[src/rtl/elevator_scan_ctrl.sv]
// -----------------------------------------------------------------------------
// elevator_scan_ctrl
//   Single-car elevator controller for NUM_FLOORS floors. The controller
//   latches floor calls and serves them SCAN-style: it keeps travelling in the
//   current direction while requests lie ahead, and reverses only when nothing
//   is left ahead. One shared timer counts the floor-to-floor travel time and
//   the door dwell time. The door-close button shortens the dwell.
//
// Parameters
//   NUM_FLOORS     number of floors (>= 2), floor 0 is home
//   TRAVEL_CYCLES  clock cycles to move one floor (>= 1)
//   DOOR_CYCLES    clock cycles the door stays open without close_req (>= 1)
//
// Ports
//   clk            system clock, all state changes on its rising edge
//   rst            asynchronous active-high reset, abandons all requests
//   call           per-floor request, sampled every cycle (pulse or level)
//   close_req      door-close button, sampled every cycle
//   pending        latched outstanding requests (floor LED drive)
//   current_floor  floor the car is at or last departed
//   up             car moving upward
//   down           car moving downward
//   door_open      door open at current_floor
// -----------------------------------------------------------------------------
module elevator_scan_ctrl #(
   parameter int unsigned NUM_FLOORS    = 6,
   parameter int unsigned TRAVEL_CYCLES = 4,
   parameter int unsigned DOOR_CYCLES   = 4,
   localparam int unsigned FLOOR_W      = $clog2(NUM_FLOORS),
   localparam int unsigned MAX_CYC      = (TRAVEL_CYCLES > DOOR_CYCLES) ?
                                          TRAVEL_CYCLES : DOOR_CYCLES,
   localparam int unsigned CNT_W        = $clog2(MAX_CYC + 1)
) (
   input  logic                  clk,
   input  logic                  rst,
   input  logic [NUM_FLOORS-1:0] call,
   input  logic                  close_req,
   output logic [NUM_FLOORS-1:0] pending,
   output logic [FLOOR_W-1:0]    current_floor,
   output logic                  up,
   output logic                  down,
   output logic                  door_open
);

   typedef enum logic [1:0] {
      IDLE,
      MOVING,
      DOOR_OPEN
   } state_t;

   typedef enum logic {
      UP,
      DN
   } dir_t;

   localparam logic [CNT_W-1:0] TRAVEL_RELOAD = CNT_W'(TRAVEL_CYCLES - 1);
   localparam logic [CNT_W-1:0] DOOR_RELOAD   = CNT_W'(DOOR_CYCLES - 1);

   state_t                  state;
   dir_t                    dir;
   logic [CNT_W-1:0]        timer;

   // Decision helpers, all derived from req = pending | call
   logic [NUM_FLOORS-1:0]   req;
   logic [NUM_FLOORS-1:0]   clr;
   logic                    here_req;    // request at current_floor
   logic                    call_here;   // fresh call at current_floor
   logic                    above;       // any request above current_floor
   logic                    below;       // any request below current_floor
   logic                    at_next;     // request at the floor being approached
   logic                    ahead_next;  // request beyond the floor being approached
   logic                    arriving;    // this cycle completes a floor step

   assign req      = pending | call;
   assign arriving = (state == MOVING) && (timer == '0);

   // Floor comparisons are done in 32-bit arithmetic so that the neighbour
   // floor never wraps around at floor 0 or at the top floor.
   always_comb begin
      here_req   = 1'b0;
      call_here  = 1'b0;
      above      = 1'b0;
      below      = 1'b0;
      at_next    = 1'b0;
      ahead_next = 1'b0;
      for (int unsigned i = 0; i < NUM_FLOORS; i++) begin
         if (i == 32'(current_floor)) begin
            here_req  = here_req  | req[i];
            call_here = call_here | call[i];
         end
         if (i > 32'(current_floor)) begin
            above = above | req[i];
         end
         if (i < 32'(current_floor)) begin
            below = below | req[i];
         end
         if (dir == UP) begin
            if (i == 32'(current_floor) + 1) begin
               at_next = at_next | req[i];
            end
            if (i > 32'(current_floor) + 1) begin
               ahead_next = ahead_next | req[i];
            end
         end else begin
            if (i + 1 == 32'(current_floor)) begin
               at_next = at_next | req[i];
            end
            if (i + 1 < 32'(current_floor)) begin
               ahead_next = ahead_next | req[i];
            end
         end
      end
   end

   // While stopped, the current floor is served and never latched. On an
   // arrival that opens the door, the arrival floor is cleared on the same
   // edge so the LED goes dark together with door_open rising.
   always_comb begin
      clr = '0;
      for (int unsigned i = 0; i < NUM_FLOORS; i++) begin
         if (state != MOVING) begin
            clr[i] = (i == 32'(current_floor));
         end else if (arriving && at_next) begin
            if (dir == UP) begin
               clr[i] = (i == 32'(current_floor) + 1);
            end else begin
               clr[i] = (i + 1 == 32'(current_floor));
            end
         end
      end
   end

   always_ff @(posedge clk or posedge rst) begin
      if (rst) begin
         state         <= IDLE;
         dir           <= UP;
         current_floor <= '0;
         pending       <= '0;
         timer         <= '0;
         up            <= 1'b0;
         down          <= 1'b0;
         door_open     <= 1'b0;
      end else begin
         pending <= (pending | call) & ~clr;

         case (state)
            IDLE: begin
               if (here_req) begin
                  state     <= DOOR_OPEN;
                  timer     <= DOOR_RELOAD;
                  door_open <= 1'b1;
               end else if (((dir == UP) && above) || ((dir == DN) && below)) begin
                  state <= MOVING;
                  timer <= TRAVEL_RELOAD;
                  up    <= (dir == UP);
                  down  <= (dir == DN);
               end else if (above) begin
                  dir   <= UP;
                  state <= MOVING;
                  timer <= TRAVEL_RELOAD;
                  up    <= 1'b1;
                  down  <= 1'b0;
               end else if (below) begin
                  dir   <= DN;
                  state <= MOVING;
                  timer <= TRAVEL_RELOAD;
                  up    <= 1'b0;
                  down  <= 1'b1;
               end
            end

            MOVING: begin
               if (timer != '0) begin
                  timer <= timer - CNT_W'(1);
               end else begin
                  if (dir == UP) begin
                     current_floor <= current_floor + FLOOR_W'(1);
                  end else begin
                     current_floor <= current_floor - FLOOR_W'(1);
                  end
                  if (at_next) begin
                     state     <= DOOR_OPEN;
                     timer     <= DOOR_RELOAD;
                     up        <= 1'b0;
                     down      <= 1'b0;
                     door_open <= 1'b1;
                  end else if (ahead_next) begin
                     timer <= TRAVEL_RELOAD;
                  end else begin
                     state <= IDLE;
                     up    <= 1'b0;
                     down  <= 1'b0;
                  end
               end
            end

            DOOR_OPEN: begin
               // A fresh call for this floor holds the door even against close_req
               if (call_here) begin
                  timer <= DOOR_RELOAD;
               end else if (close_req || (timer == '0)) begin
                  state     <= IDLE;
                  door_open <= 1'b0;
               end else begin
                  timer <= timer - CNT_W'(1);
               end
            end

            default: begin
               state     <= IDLE;
               timer     <= '0;
               up        <= 1'b0;
               down      <= 1'b0;
               door_open <= 1'b0;
            end
         endcase
      end
   end

endmodule

[config.mk]
export PLATFORM = sky130hd
export DESIGN_NAME = elevator_scan_ctrl
export DESIGN_NICKNAME = d
export VERILOG_FILES = /design/src/rtl/elevator_scan_ctrl.sv
export SDC_FILE = /design/constraint.sdc
export NUM_CORES = 1
export LEC_CHECK = 0
export BUFFER_PORTS_ARGS = -buffer_cell sky130_fd_sc_hd__buf_2
export CORE_ASPECT_RATIO = 0.7
export CORE_MARGIN = 2
export CORE_UTILIZATION = 52
export DETAILED_ROUTE_END_ITERATION = 8
export PLACE_DENSITY_LB_ADDON = 0.15
export SYNTH_ARGS = -nofsm -noshare
export SYNTH_HDL_FRONTEND = slang
export SYNTH_SLANG_ARGS = --single-unit
[constraint.sdc]
create_clock -name clk -period 2.8 [get_ports clk]
set_input_delay 0.56 -clock clk [delete_from_list [all_inputs] [get_ports clk]]
set_output_delay 0.56 -clock clk [all_outputs]
set_load 0.1 [all_outputs]
# [Word-level counts from Yosys, hierarchy flattened]
# Index checks and enable logic that the tools add are counted.
# W data, S select, Z words.
[totals] register_bits=18 output_inout_bits=12 elab_cells=227 in_bits=9
[op_classes] muxes=117 bitwise=37 n_lt_le_gt_ge=18 add_sub_neg=4 n_reduce_logical=18 n_eq_ne=25
[ops] op="$mux W1" n=93
[ops] op="$eq A2 B32 Y1 const A" n=2
[ops] op="$gt A1 B32 Y1 const A" n=2
[ops] op="$gt A2 B32 Y1 const A" n=2
[ops] op="$gt A3 B32 Y1 const A" n=2
[ops] op="$eq A1 B32 Y1 const A" n=1
[ops] op="$eq A3 B32 Y1 const A" n=1
[ops] op="$logic_not A32 Y1" n=1
[ops] op="$mux W3" n=10
[ops] op="$or A1 B1 Y1" n=29
[ops] op="$mux W2" n=9
[ops] op="$reduce_and A5 Y1" n=3
[ops] op="$ne A2 B2 Y1 const B" n=6
[ops] op="$eq A3 B3 Y1 const A" n=3
[ops] op="$lt A3 B3 Y1 const A" n=3
[ops] op="$pmux W1 S3" n=3
[ops] op="$pmux W3 S3" n=1
[ops] op="$and A6 B6 Y6" n=1
[ops] op="$eq A2 B3 Y1 const A" n=2
[ops] op="$gt A2 B3 Y1 const A" n=2
[ops] op="$gt A3 B3 Y1 const A" n=2
[ops] op="$logic_not A3 Y1" n=2
[ops] op="$lt A1 B3 Y1 const A" n=2
[ops] op="$lt A2 B3 Y1 const A" n=2
[ops] op="25 further kinds" n=35

# [Logic depth before layout (Yosys ltp)]
[logic_depth] word_depth=24 depth_mapped=11 mapped_depth_nobuf=9

# [Worst setup path after synthesis]
# No wires, ideal clock.
[synth_timing] path_kind="register to register" start="reg current_floor[0]" end="reg up" t_arrival_ps=3228 stages_incl_launch_ff=11 path_slack_ps=-554 period_less_slack_ps=3354 cell_sequence="dfrtp_1 buf_2 inv_1 ha_1 nand2b_1 a21oi_1 nor3_1 o32ai_1 a311oi_1 o32a_2 mux2_4"
[synth_between] elab_chain_len=22 elab_cells_between_ends=122 cone_classes="add/sub: 1; order compare: 18; eq/ne: 14; mux: 59; bitwise: 24; reduce/logical: 6"
[synth_rtl] element="from (decl)" line_no="39" source="output logic [FLOOR_W-1:0] current_floor,"
[synth_rtl] element="from (signal assigned)" line_no="177" source="current_floor <= current_floor + FLOOR_W'(1);"
[synth_rtl] element="from (signal assigned)" line_no="179" source="current_floor <= current_floor - FLOOR_W'(1);"
[synth_rtl] element="branches (longest 22 deep; another with $gt A1 B32 Y1)"
[synth_rtl] element="to (signal assigned)" line_no="155" source="up <= (dir == UP);"
[synth_rtl] element="to (decl)" line_no="40" source="output logic up,"
# Several ways; the timed one is not identified. The select of a mux whose other input is x is not followed.
# A chain may end at the register's enable or synchronous reset.

# [Worst setup path in the final report]
# Same ends and word-level chain as after synthesis.

==> results.ini <==
[detailed_routing]
wirelength_um=4900
via_count=1774
detail_route.first_pass.iterations=5
routedWlPerCell_um=18.2
drc=0
drtIter0Drc=249
avgViaCountPerCell=6.59
antenna_left=0

[status]
outcome=complete, no violations

[global_routing]
grt_overflow_total=0
grt_pass1_vias=1570
grt_first_pass_wirelength_um=8140
grt_antenna_before_repair=0
grt_max_degree=19
grt_use_total_pct=29.1

[place]
placed_area_um2=1840
place.gp.congestion=0.960
hpwl_um=3780
portBuffers=20

[power_and_ir_drop]
switchingPower_uw=1310
p_comb_share_pct=70.5
internal-power_uw=1020
power_frac_seq_pct=21.0
peakVddDrop_uv=741
power.density_nw_per_um2=1220
swShare_pct=56.3
power.leakage_uw=0.000812
pwr-share-clk_pct=8.4

[logic_synthesis]
yosysSeqAreaShare_pct=27.8
ys_dominant_reg_cell=dfrtp_1
netlist_area_um2=1620
ys_ff_latch=18
ys_top_cells_by_area=dfrtp_1 (28%), ha_1 (6.2%), o21ai_0 (6.2%), nand2_1 (5.3%), nor2_1 (4.6%)
ys.warnings.count=0
syn_avg_cell_area_um2=7.90
syn_inst=205
syn_nets=222
yosysTopAreaCell=dfrtp_1
synth.top_cell.area_share_pct=27.8
synth_cell_types=52
async_reset_ff_share_pct=100
synth_edf_count=0

[critical_path]
critical_path.cell_chain=inv_1 -> ha_2 -> and2_1 -> o21ai_0 -> o21ba_2 -> a2111o_1 -> nor2b_4 -> o32a_2 -> mux2_4
end_kind=flip-flop
crit_type=reg2reg
path_buf_inv=1
path_max_fanout=8
cp.required_ns=2.95
slowest_stage=dfrtp_4
cp.arrival_ns=2.86
crit_family=compound AO/OA/AOI/OAI gates
critPathMaxStageDelay_ns=0.52
critPathLaunchType=flip-flop

[timing]
finClkSkew_ns=0.00584
worst_slew_margin_rel_pct=50.8
fmax_mhz=369
rsz0062_at_grt=no
fin_crit_ns=2.71
tns_ns=0
finalHoldViolations=0
setup_viol=0
finalCritPeriodShare_pct=96.7
tightest_slew_ns=0.737
drv_slew=0

[clocking]
htreeDepth=1
insertion_delay_ns=0.26
cts.clk_slew.worst_paths_ns=0.07
cts_buffer_depth=2
cts_sinks=18
cts_made_buffers=3
cts_setup_buffers=0
cts-root-buf=clkbuf_8
cts_tree=yes

[cells_and_area]
fin_area_um2=1910
drive_above_1_share_pct=24.0
syn2layout_area_growth_pct=17.9
diodes=0
finalNetCount=251

[floorplan]
fp.coreArea_um2=2880
start_util_pct=56.2
ios=21
die_h_um=50.7
die_w_um=70.7
die_area_um2=3580
fp-row-count=16

[job]
cap_violations=0

[min_path]
min_path_type=in2async

-- placed cells by master, fill, tap and decap left out, types with 4 or more instances in the layout --
cell      instances
nand2_1          23
dfrtp_1          16
buf_4            16
nor3_1            5
a221oi_1          6
nor2_1           20
inv_1            11
nor2b_1           6
buf_2            20
mux2i_1           4
o22ai_1           8
nand2b_1          5
o21ai_0          20
a21oi_1           5
ha_1              5
o32ai_1           6
a31oi_1           4
-- synth_stat cells (2+ instances only) --
master and count:
nor4_1 2, o2111ai_1 2, o32ai_1 7, o22ai_1 8, a21oi_1 6, a221oi_1 6, or2_2 2, nor3_1 5
ha_1 8, mux2i_1 4, nor2b_1 6, a21boi_0 2, nor2_1 20, nand3_1 3, nand2_1 23, o21ai_0 20
dfrtp_1 18, xnor2_1 2, inv_1 12, a31oi_1 4, nand2b_1 6, and2_1 2, buf_2 5, clkbuf_1 4
-- power groups by stage --
stage               registers [µW]  logic (µW)  clock network [µW]
floorplan                      828         899                   0
global placement               474        1580                   0
detailed placement             488        1590                   0
CTS                            484        1590                 205
global route                   507        1770                 207
finish                         489        1640                 197
-- registers in the layout (all words and copies together) (netlist names) --
name and cells:
door_open 1, timer 3, state 2, up 1, pending 6, dir 1, down 1, current_floor 3
-- worst paths after layout --
kind | end | slack (ns) | depth (start not counted) | startpoint
worst max-delay path | up | 0.09 | 9 | current_floor[0]
min in group clk | door_open | 0.53 | 2 | door_open
worst max register to register | up | 0.09 | 9 | current_floor[0]
worst min-delay path | dir | 0.41 | 2 | rst
max in group asynchronous | current_floor[0] | 1.85 | 2 | rst
worst min register to register | door_open | 0.53 | 2 | door_open
-- layout make-up --
class	instances	area, µm²
tap	36	45.0
fill	262	973
multi-input combinational	163	1090
clock buffer	4	45.0
sequential	18	458
timing repair buffer	36	220
inverter	12	47.5
-- logic make-up (layout without fill, tap and decap cells) --
family | count (synthesis) | in the layout | share of synthesized area, %
DFF | 18 | 18 | 27.8
muxes | 5 | 5 | 3.40
and+or+nand+nor | 72 | 72 | 21.2
adders and majority gates | 8 | 8 | 6.18
xor gates and xnor gates | 3 | 3 | 1.62
AOI/OAI and AO/OA | 75 | 75 | 33.5
buffers and inverters | 24 | 52 | 6.26
-- metal layers --
layer	share of wire, %	GRT usage (%)
met4	0.67	3.14
met5	0	0
met2	41	42.5
met3	11	6.43
met1	48	44.8
-- through the flow --
stage / utilization, % / worst slack (ns) / power, µW / hold slack [ns] / instances
6_report: 66.2 / 0.0918 / 2330 / 0.412 / 269
3_5_place_dp: 63.9 / 0.0749 / 2080 / 0.514 / 265
4_1_cts: 65.5 / 0.0675 / 2280 / 0.446 / 269
2_1_floorplan: - / -0.0756 / 1730 / 0.499 / 205
3_3_place_gp: 63.9 / 0.146 / 2050 / 0.459 / 265
5_1_grt: 66.2 / 0.00907 / 2480 / 0.503 / 269
-- timing repair --
action / in CTS / in global routing
gates resized for setup: 0 / 4
endpoints found under the setup margin: 0 / 2
endpoints found under the hold margin: 0 / 0
hold buffers: 0 / 0
Power figures use the tool's default switching activity.
